--- config.mk ---
export PLATFORM = sky130hd
export DESIGN_NAME = bcd_serial_adder_ctrl
export DESIGN_NICKNAME = d
export VERILOG_FILES = /design/src/rtl/bcd_pkg.sv /design/src/rtl/bcd_digit_adder.sv /design/src/rtl/bcd_serial_adder_ctrl.sv
export SDC_FILE = /design/constraint.sdc
export NUM_CORES = 1
export LEC_CHECK = 0
export ABC_AREA = 0
export CORE_MARGIN = 1.5
export CORE_UTILIZATION = 25
export CTS_BUF_LIST = sky130_fd_sc_hd__clkbuf_16
export CTS_CLUSTER_SIZE = 14
export DETAILED_ROUTE_END_ITERATION = 12
export SLEW_MARGIN = 20
export SYNTH_ARGS = -nofsm -noshare
export SYNTH_HDL_FRONTEND = slang
export SYNTH_SLANG_ARGS = --single-unit
--- constraint.sdc ---
create_clock -name clk -period 9.1 [get_ports clk]
set_input_delay 1.82 -clock clk [delete_from_list [all_inputs] [get_ports clk]]
set_output_delay 1.82 -clock clk [all_outputs]
set_load 0.1 [all_outputs]
--- src/rtl/bcd_pkg.sv ---
// Shared constants and FSM state type for the serial BCD adder.
package bcd_pkg;

  localparam int BCD_DIGIT_W   = 4;
  localparam int BCD_MAX_DIGIT = 9;

  typedef enum logic [1:0] {
    IDLE = 2'd0,
    RUN  = 2'd1,
    DONE = 2'd2
  } state_t;

endpackage

--- src/rtl/bcd_digit_adder.sv ---
// Combinational single-digit BCD adder with decimal carry correction.
module bcd_digit_adder
  import bcd_pkg::*;
(
  input  logic [BCD_DIGIT_W-1:0] a,
  input  logic [BCD_DIGIT_W-1:0] b,
  input  logic                   ci,
  output logic [BCD_DIGIT_W-1:0] s,
  output logic                   co
);

  logic [BCD_DIGIT_W:0] raw;
  logic [BCD_DIGIT_W:0] adj;

  // Non-BCD inputs fall through the same +6 correction; the result is defined but meaningless.
  assign raw = {1'b0, a} + {1'b0, b} + {{BCD_DIGIT_W{1'b0}}, ci};
  assign adj = raw + 5'd6;
  assign co  = (raw > 5'(BCD_MAX_DIGIT));
  assign s   = co ? adj[BCD_DIGIT_W-1:0] : raw[BCD_DIGIT_W-1:0];

endmodule

--- src/rtl/bcd_serial_adder_ctrl.sv ---
// Digit-serial BCD adder controller, one digit per clock through a shared digit adder.
// Optional operand digit checking (err port) is enabled by defining BCD_DIGIT_CHECK_EN.
module bcd_serial_adder_ctrl
  import bcd_pkg::*;
#(
  parameter int NDIG = 4
) (
  input  logic                        clk,
  input  logic                        rst,
  input  logic                        in_valid,
  output logic                        in_ready,
  input  logic [BCD_DIGIT_W*NDIG-1:0] A,
  input  logic [BCD_DIGIT_W*NDIG-1:0] B,
  input  logic                        cin,
  output logic                        out_valid,
  input  logic                        out_ready,
  output logic [BCD_DIGIT_W*NDIG-1:0] S,
  output logic                        cout,
  output logic                        busy
`ifdef BCD_DIGIT_CHECK_EN
  ,
  output logic                        err
`endif
);

  localparam int CW = $clog2(NDIG) + 1;
  localparam logic [CW-1:0] LAST = CW'(NDIG - 1);

  state_t                        state;
  logic [BCD_DIGIT_W*NDIG-1:0]   a_reg;
  logic [BCD_DIGIT_W*NDIG-1:0]   b_reg;
  logic [BCD_DIGIT_W*NDIG-1:0]   s_reg;
  logic [CW-1:0]                 cnt;
  logic                          carry;
  logic                          cout_reg;
  logic [BCD_DIGIT_W-1:0]        dig_a;
  logic [BCD_DIGIT_W-1:0]        dig_b;
  logic [BCD_DIGIT_W-1:0]        dig_s;
  logic                          dig_co;

  assign dig_a = a_reg[cnt*BCD_DIGIT_W +: BCD_DIGIT_W];
  assign dig_b = b_reg[cnt*BCD_DIGIT_W +: BCD_DIGIT_W];

  bcd_digit_adder u_digit (
    .a  (dig_a),
    .b  (dig_b),
    .ci (carry),
    .s  (dig_s),
    .co (dig_co)
  );

  always_ff @(posedge clk or posedge rst) begin
    if (rst) begin
      state    <= IDLE;
      a_reg    <= '0;
      b_reg    <= '0;
      s_reg    <= '0;
      cnt      <= '0;
      carry    <= 1'b0;
      cout_reg <= 1'b0;
    end else begin
      case (state)
        IDLE: begin
          if (in_valid) begin
            a_reg    <= A;
            b_reg    <= B;
            carry    <= cin;
            cnt      <= '0;
            s_reg    <= '0;
            cout_reg <= 1'b0;
            state    <= RUN;
          end
        end
        RUN: begin
          s_reg[cnt*BCD_DIGIT_W +: BCD_DIGIT_W] <= dig_s;
          carry <= dig_co;
          // Counter parks on the last digit rather than wrapping.
          if (cnt == LAST) begin
            cout_reg <= dig_co;
            state    <= DONE;
          end else begin
            cnt <= cnt + 1'b1;
          end
        end
        DONE: begin
          if (out_ready) state <= IDLE;
        end
        default: state <= IDLE;
      endcase
    end
  end

`ifdef BCD_DIGIT_CHECK_EN
  logic bad_in;
  logic err_reg;

  always_comb begin
    bad_in = 1'b0;
    for (int i = 0; i < NDIG; i++) begin
      if (A[i*BCD_DIGIT_W +: BCD_DIGIT_W] > 4'(BCD_MAX_DIGIT) ||
          B[i*BCD_DIGIT_W +: BCD_DIGIT_W] > 4'(BCD_MAX_DIGIT))
        bad_in = 1'b1;
    end
  end

  always_ff @(posedge clk or posedge rst) begin
    if (rst)
      err_reg <= 1'b0;
    else if (state == IDLE && in_valid)
      err_reg <= bad_in;
  end

  assign err = err_reg;
`endif

  assign in_ready  = (state == IDLE);
  assign busy      = (state == RUN);
  assign out_valid = (state == DONE);
  assign S         = s_reg;
  assign cout      = cout_reg;

endmodule

=== Word level (Yosys, flattened, before mapping) ===
Cells that the tools add are included.

* Bits in registers: 55
* Bits in latches: 0
* RAM bits: 0
* Memory bits (read-only): 0
* Input port bits: 37
* Output and inout port bits: 20
* Word-level logic and storage cells: 47
* Memories: 0

* $add $sub $neg: 5
* Multipliers: 0
* Div/mod/pow operators: 0
* $lt $le $gt $ge: 1
* Equal/unequal tests: 7
* Shift operators: 4
* Multiplexer cells: 16
* Bitwise logic cells: 0
* Reduce and logical (&&, ||, !) cells: 7

{| class="wikitable"
|+ Operators with widths
! kind !! number
|-
| $neg 5->34 || 1
|-
| $shift 4x34->16 const A || 1
|-
| $shiftx 4x34->16 || 1
|-
| $pmux 16 s2 || 1
|-
| $shiftx 16x6->4 || 2
|-
| $bwmux 16 || 1
|-
| $mux 16 || 1
|-
| $reduce_and 3->1 || 3
|-
| $mux 2 || 3
|-
| $mux 3 || 2
|-
| $pmux 2 s3 || 1
|-
| $pmux 3 s2 || 1
|-
| $add 4x4->5 || 1
|-
| $add 5x1->5 || 1
|-
| $gt 5x4->1 const B || 1
|-
| $add 4x3->4 const B || 1
|-
| $mux 4 || 1
|-
| $ne 2x1->1 const B || 2
|-
| $ne 2x2->1 const B || 2
|-
| $pmux 1 s2 || 2
|-
| $reduce_and 2->1 || 2
|-
| $add 3x1->3 const B || 1
|-
| $eq 3x2->1 const B || 1
|-
| $mux 1 || 3
|-
| other kinds (4) || 4
|}

=== Logic depth before layout (Yosys ltp) ===
* Word-level depth: 8
* Gate-level depth with buffers: 13
* Mapped depth without buffers: 12

=== Modules after synthesis ===
A second synthesis with hierarchy kept.

* Cell total of the unflattened synthesis: 284
* Area, all modules: 2915.3 um^2

{| class="wikitable"
|+ By module, submodules not included
! module !! instances !! cells an instance !! area each (um^2) !! seq. area each (um^2)
|-
| bcd_serial_adder_ctrl || 1 || 262 || 2703.8 || 1376.3
|-
| bcd_digit_adder || 1 || 22 || 211.5 || 0.0
|}

=== Worst setup path before layout ===
OpenSTA, ideal clock, no wires.

* Path kind: register -> register
* Start: register cnt[0]
* End: register s_reg[6], in the netlist S[6]
* Setup time: 0.132 ns
* Data arrival time: 3.448 ns
* Data required time: 8.968 ns
* Slack: 5.520 ns
* Cell stages (with the launch flop): 13
* Buffers on the path: 1
* Clock period less this slack: 3.580 ns
* Cells stage by stage: dfrtp_1 > buf_2 > mux4_2 > and2_1 > fa_1 > fa_1 > xor2_1 > inv_1 > ha_1 > and2b_2 > or3_4 > mux2i_2 > o21ai_1

* Cells in the longest elaborated chain, start to end: 8
* Elaborated cells on any way between the ends: 12
* Those cells by class: 4 x add/sub; 1 x order compare; 4 x shift; 3 x mux

{| class="wikitable"
|+ RTL lines
! what !! RTL line !! source
|-
| start: declaration || bcd_serial_adder_ctrl.sv:33 || <nowiki>logic [CW-1:0] cnt;</nowiki>
|-
| start signal: assignment || bcd_serial_adder_ctrl.sv:82 || <nowiki>cnt <= cnt + 1'b1;</nowiki>
|-
| $shiftx 16x6->4 (on tied branches) || bcd_serial_adder_ctrl.sv:41, bcd_serial_adder_ctrl.sv:42 ||
|-
| $add 4x4->5 || bcd_digit_adder.sv:16 || <nowiki>assign raw = {1'b0, a} + {1'b0, b} + {{BCD_DIGIT_W{1'b0}}, ci};</nowiki>
|-
| $add 5x1->5 || bcd_digit_adder.sv:16 ||
|-
| $add 4x3->4 or $gt 5x4->1 (tied branches) || bcd_digit_adder.sv:17, bcd_digit_adder.sv:18 ||
|-
| $mux 4 || bcd_digit_adder.sv:19 || <nowiki>assign s = co ? adj[BCD_DIGIT_W-1:0] : raw[BCD_DIGIT_W-1:0];</nowiki>
|-
| $shiftx 4x34->16 || bcd_serial_adder_ctrl.sv:75 || <nowiki>s_reg[cnt*BCD_DIGIT_W +: BCD_DIGIT_W] <= dig_s;</nowiki>
|-
| $bwmux 16 * || bcd_serial_adder_ctrl.sv:75 ||
|-
| $pmux 16 s2 * || bcd_serial_adder_ctrl.sv:62 || <nowiki>case (state)</nowiki>
|-
| end signal: indexed assignment || bcd_serial_adder_ctrl.sv:75 ||
|-
| end: declaration || bcd_serial_adder_ctrl.sv:32 || <nowiki>logic [BCD_DIGIT_W*NDIG-1:0] s_reg;</nowiki>
|}

Every way passes the cells marked *; elsewhere a longest branch is shown, timed or not.
A chain may end at the register's enable or synchronous reset.

=== Worst setup path in the final report ===
Same ends and word-level chain as after synthesis.

==> metrics.cfg <==
[timing]
finalHoldViolCount = 0
post-route-period-util_pct = 46.82
rsz0062_at_grt = false
relSlewSlack_pct = 33.15
fin_ws_ns = 4.839
slew_viol_final = 0
skew_ns = 0.006154
tns_ns = 0
worstMarginPinSlew_ns = 0.9997
clock.fmax_ghz = 0.2347
layout_min_cycle_time_ns = 4.261
setup_violations = 0

[cts]
clk_pin_slew_ns = 0.07
numClockSinks = 55
cts_tree = done
htreeDepth = 2
cts_root_buffer = clkbuf_16
cts-hold-fix-buffers = 0
numCtsBuffers = 5
post_cts_buffers = 0
ctsResizeCount = 0
clk_path_buf_depth = 2
clk_latency_ns = 0.29

[logic_synthesis]
synth_edf_count = 0
synth_cell_type_count = 44
ys_ff_latch = 55
synthCells = 283
ys.flop_type = dfrtp_1
synthArstFlopShare_pct = 100.0
netlist_area_um2 = 2711
syn_area_per_cell_um2 = 9.581
syn_nets = 330
synth_seq_area_share_pct = 50.76
yosysWarnings = 0

[detailed_routing]
vias_per_cell = 4.577
drt_wl_total_um = 6243
num_vias = 2165
route.detailed.drc = 0
ant_nets = 0
detail_route.iter0.violations = 74
drt-wirelength-per-cell_um = 13.20
first_pass_iters = 4

[placed_design]
placed_area_um2 = 3412
dp_hpwl_um = 4393
portBuffers = 56
gp_congestion = 0.7281
preCtsSetupSlack_ns = 4.823

[setup_path]
cp_slowest_cell = dfrtp_1
reg2regPathDepth = 11
critPathMaxStageDelay_ns = 0.85
critPathLaunchType = flop
cp_cell_sequence = mux4_2, and2_1, fa_1, fa_1, xor2_1, inv_1, ha_1, and2b_2, or3_4, mux2i_2, o21ai_1
cp_common_cell = fa_1
worstSetupPathType = flop to flop
timing.critical_path.buf_inv = 1
critical-path-top-delay-family = adder cells
required_ns = 9.28
cp.depth = 11
critPathMaxFanout = 15
critPathArrivalTime_ns = 4.44
cp-end-kind = flop

[floorplanning]
die_h_um = 107.1
die_area_um2 = 11480
std_cell_rows = 37
initial_core_util_pct = 26.03
ios = 57
core-area_um2 = 10420
die_x_um = 107.1

[grt]
grt_pass1_wl_um = 10510
groute.usage.overall_pct = 11.59
grt_max_degree = 56
grt_overflow_total = 0
grt_pass1_vias = 2180
antenna_found_initial = 0

[run_status]
status = complete, no violations

[final_layout]
nets = 383
area_growth_pct = 31.10
n_antenna_cell = 0
drive_gt1_share_pct = 7.715
final_area_um2 = 3555

[worst_hold_path]
worstHoldPathType = flop to flop
holdPathStages = 2

[flow_run]
cap_violations = 0

[layer usage]
layer,GRT usage (%),up-vias,routed length (µm)
li1,-,1062,-
met1,15.50,1036,3020
met2,18.88,58,2864
met3,2.310,9,294
met4,3.524,0,64
met5,0,-,0
[area by class of cell]
class | count | area [µm²]
clock inverters | 3 | 17.52
flip-flops and latches | 55 | 1376
repair buffers | 59 | 583.1
fillers | 1098 | 6862
inverters | 9 | 33.78
clock buffers | 5 | 125.1
well taps | 136 | 170.2
multi-input cells | 206 | 1249
[Yosys cell counts (2+ instances only)]
cell / number / area (µm²)
inv_1: 8 / 30.03
nor2b_1: 2 / 12.51
mux2i_1: 2 / 20.02
fa_1: 2 / 40.04
and2_1: 9 / 56.30
buf_2: 3 / 15.01
mux4_2: 8 / 180.2
nand3_1: 20 / 100.1
nor2_1: 4 / 15.01
nand2_1: 100 / 375.4
o21ai_0: 10 / 50.05
ha_1: 8 / 100.1
o22ai_1: 2 / 12.51
o21ai_1: 9 / 45.04
dfrtp_1: 55 / 1376
nand2b_1: 2 / 12.51
a21oi_1: 3 / 15.01
nand4_1: 2 / 12.51
clkbuf_1: 9 / 33.78
[worst paths after layout]
kind,from,end,slack [ns]
setup / recovery,cnt[0],S[6],4.84
hold / removal,b_reg[8],b_reg[8],0.47
setup reg to reg,cnt[0],S[6],4.84
hold reg to reg,b_reg[8],b_reg[8],0.47
max in group asynchronous,rst,b_reg[1],6.60
min in group asynchronous,rst,S[4],2.03
[logic make-up after synthesis]
family          share of synthesized area [%]
compound gates                          8.676
simple gates                            24.00
fa+ha+maj                               5.169
xor+xnor                               0.3231
buf+inv                                 3.184
mux                                     7.891
flops                                   50.76
[metrics by stage]
step	hold slack (ns)	instances	utilization [%]
6_report	0.4727	473	34.13
5_1_grt	0.4893	473	34.13
4_1_cts	0.4753	473	34.13
3_5_place_dp	0.4578	465	32.76
3_3_place_gp	0.4558	465	32.76
2_1_floorplan	0.4403	283	-
[worst min-delay path, cell delays in order, from the launching register on]
cell and delay, ns:
dfrtp_1 0.34, nand2_1 0.05, nand2_1 0.05
[placed cells by master, fill, tap and decap left out, types with 2 or more instances in the layout]
cell,Yosys,final
inv_1,8,7
nand3_1,20,20
a21oi_1,3,3
buf_4,0,3
mux4_2,8,8
nand4_1,2,2
mux2i_1,2,2
and2_1,9,9
nor2_1,4,4
ha_1,8,8
dfrtp_1,55,55
nor2b_1,2,2
clkdlybuf4s50_1,0,56
clkinv_1,1,2
fa_1,2,2
o21ai_0,10,10
o22ai_1,2,2
clkbuf_16,0,5
nand2_1,100,100
o21ai_1,9,9
nand2b_1,2,2
Power is left out: the tool's default activity adds up to more than one toggle a clock period on the data nets, which glitch-free logic cannot reach.
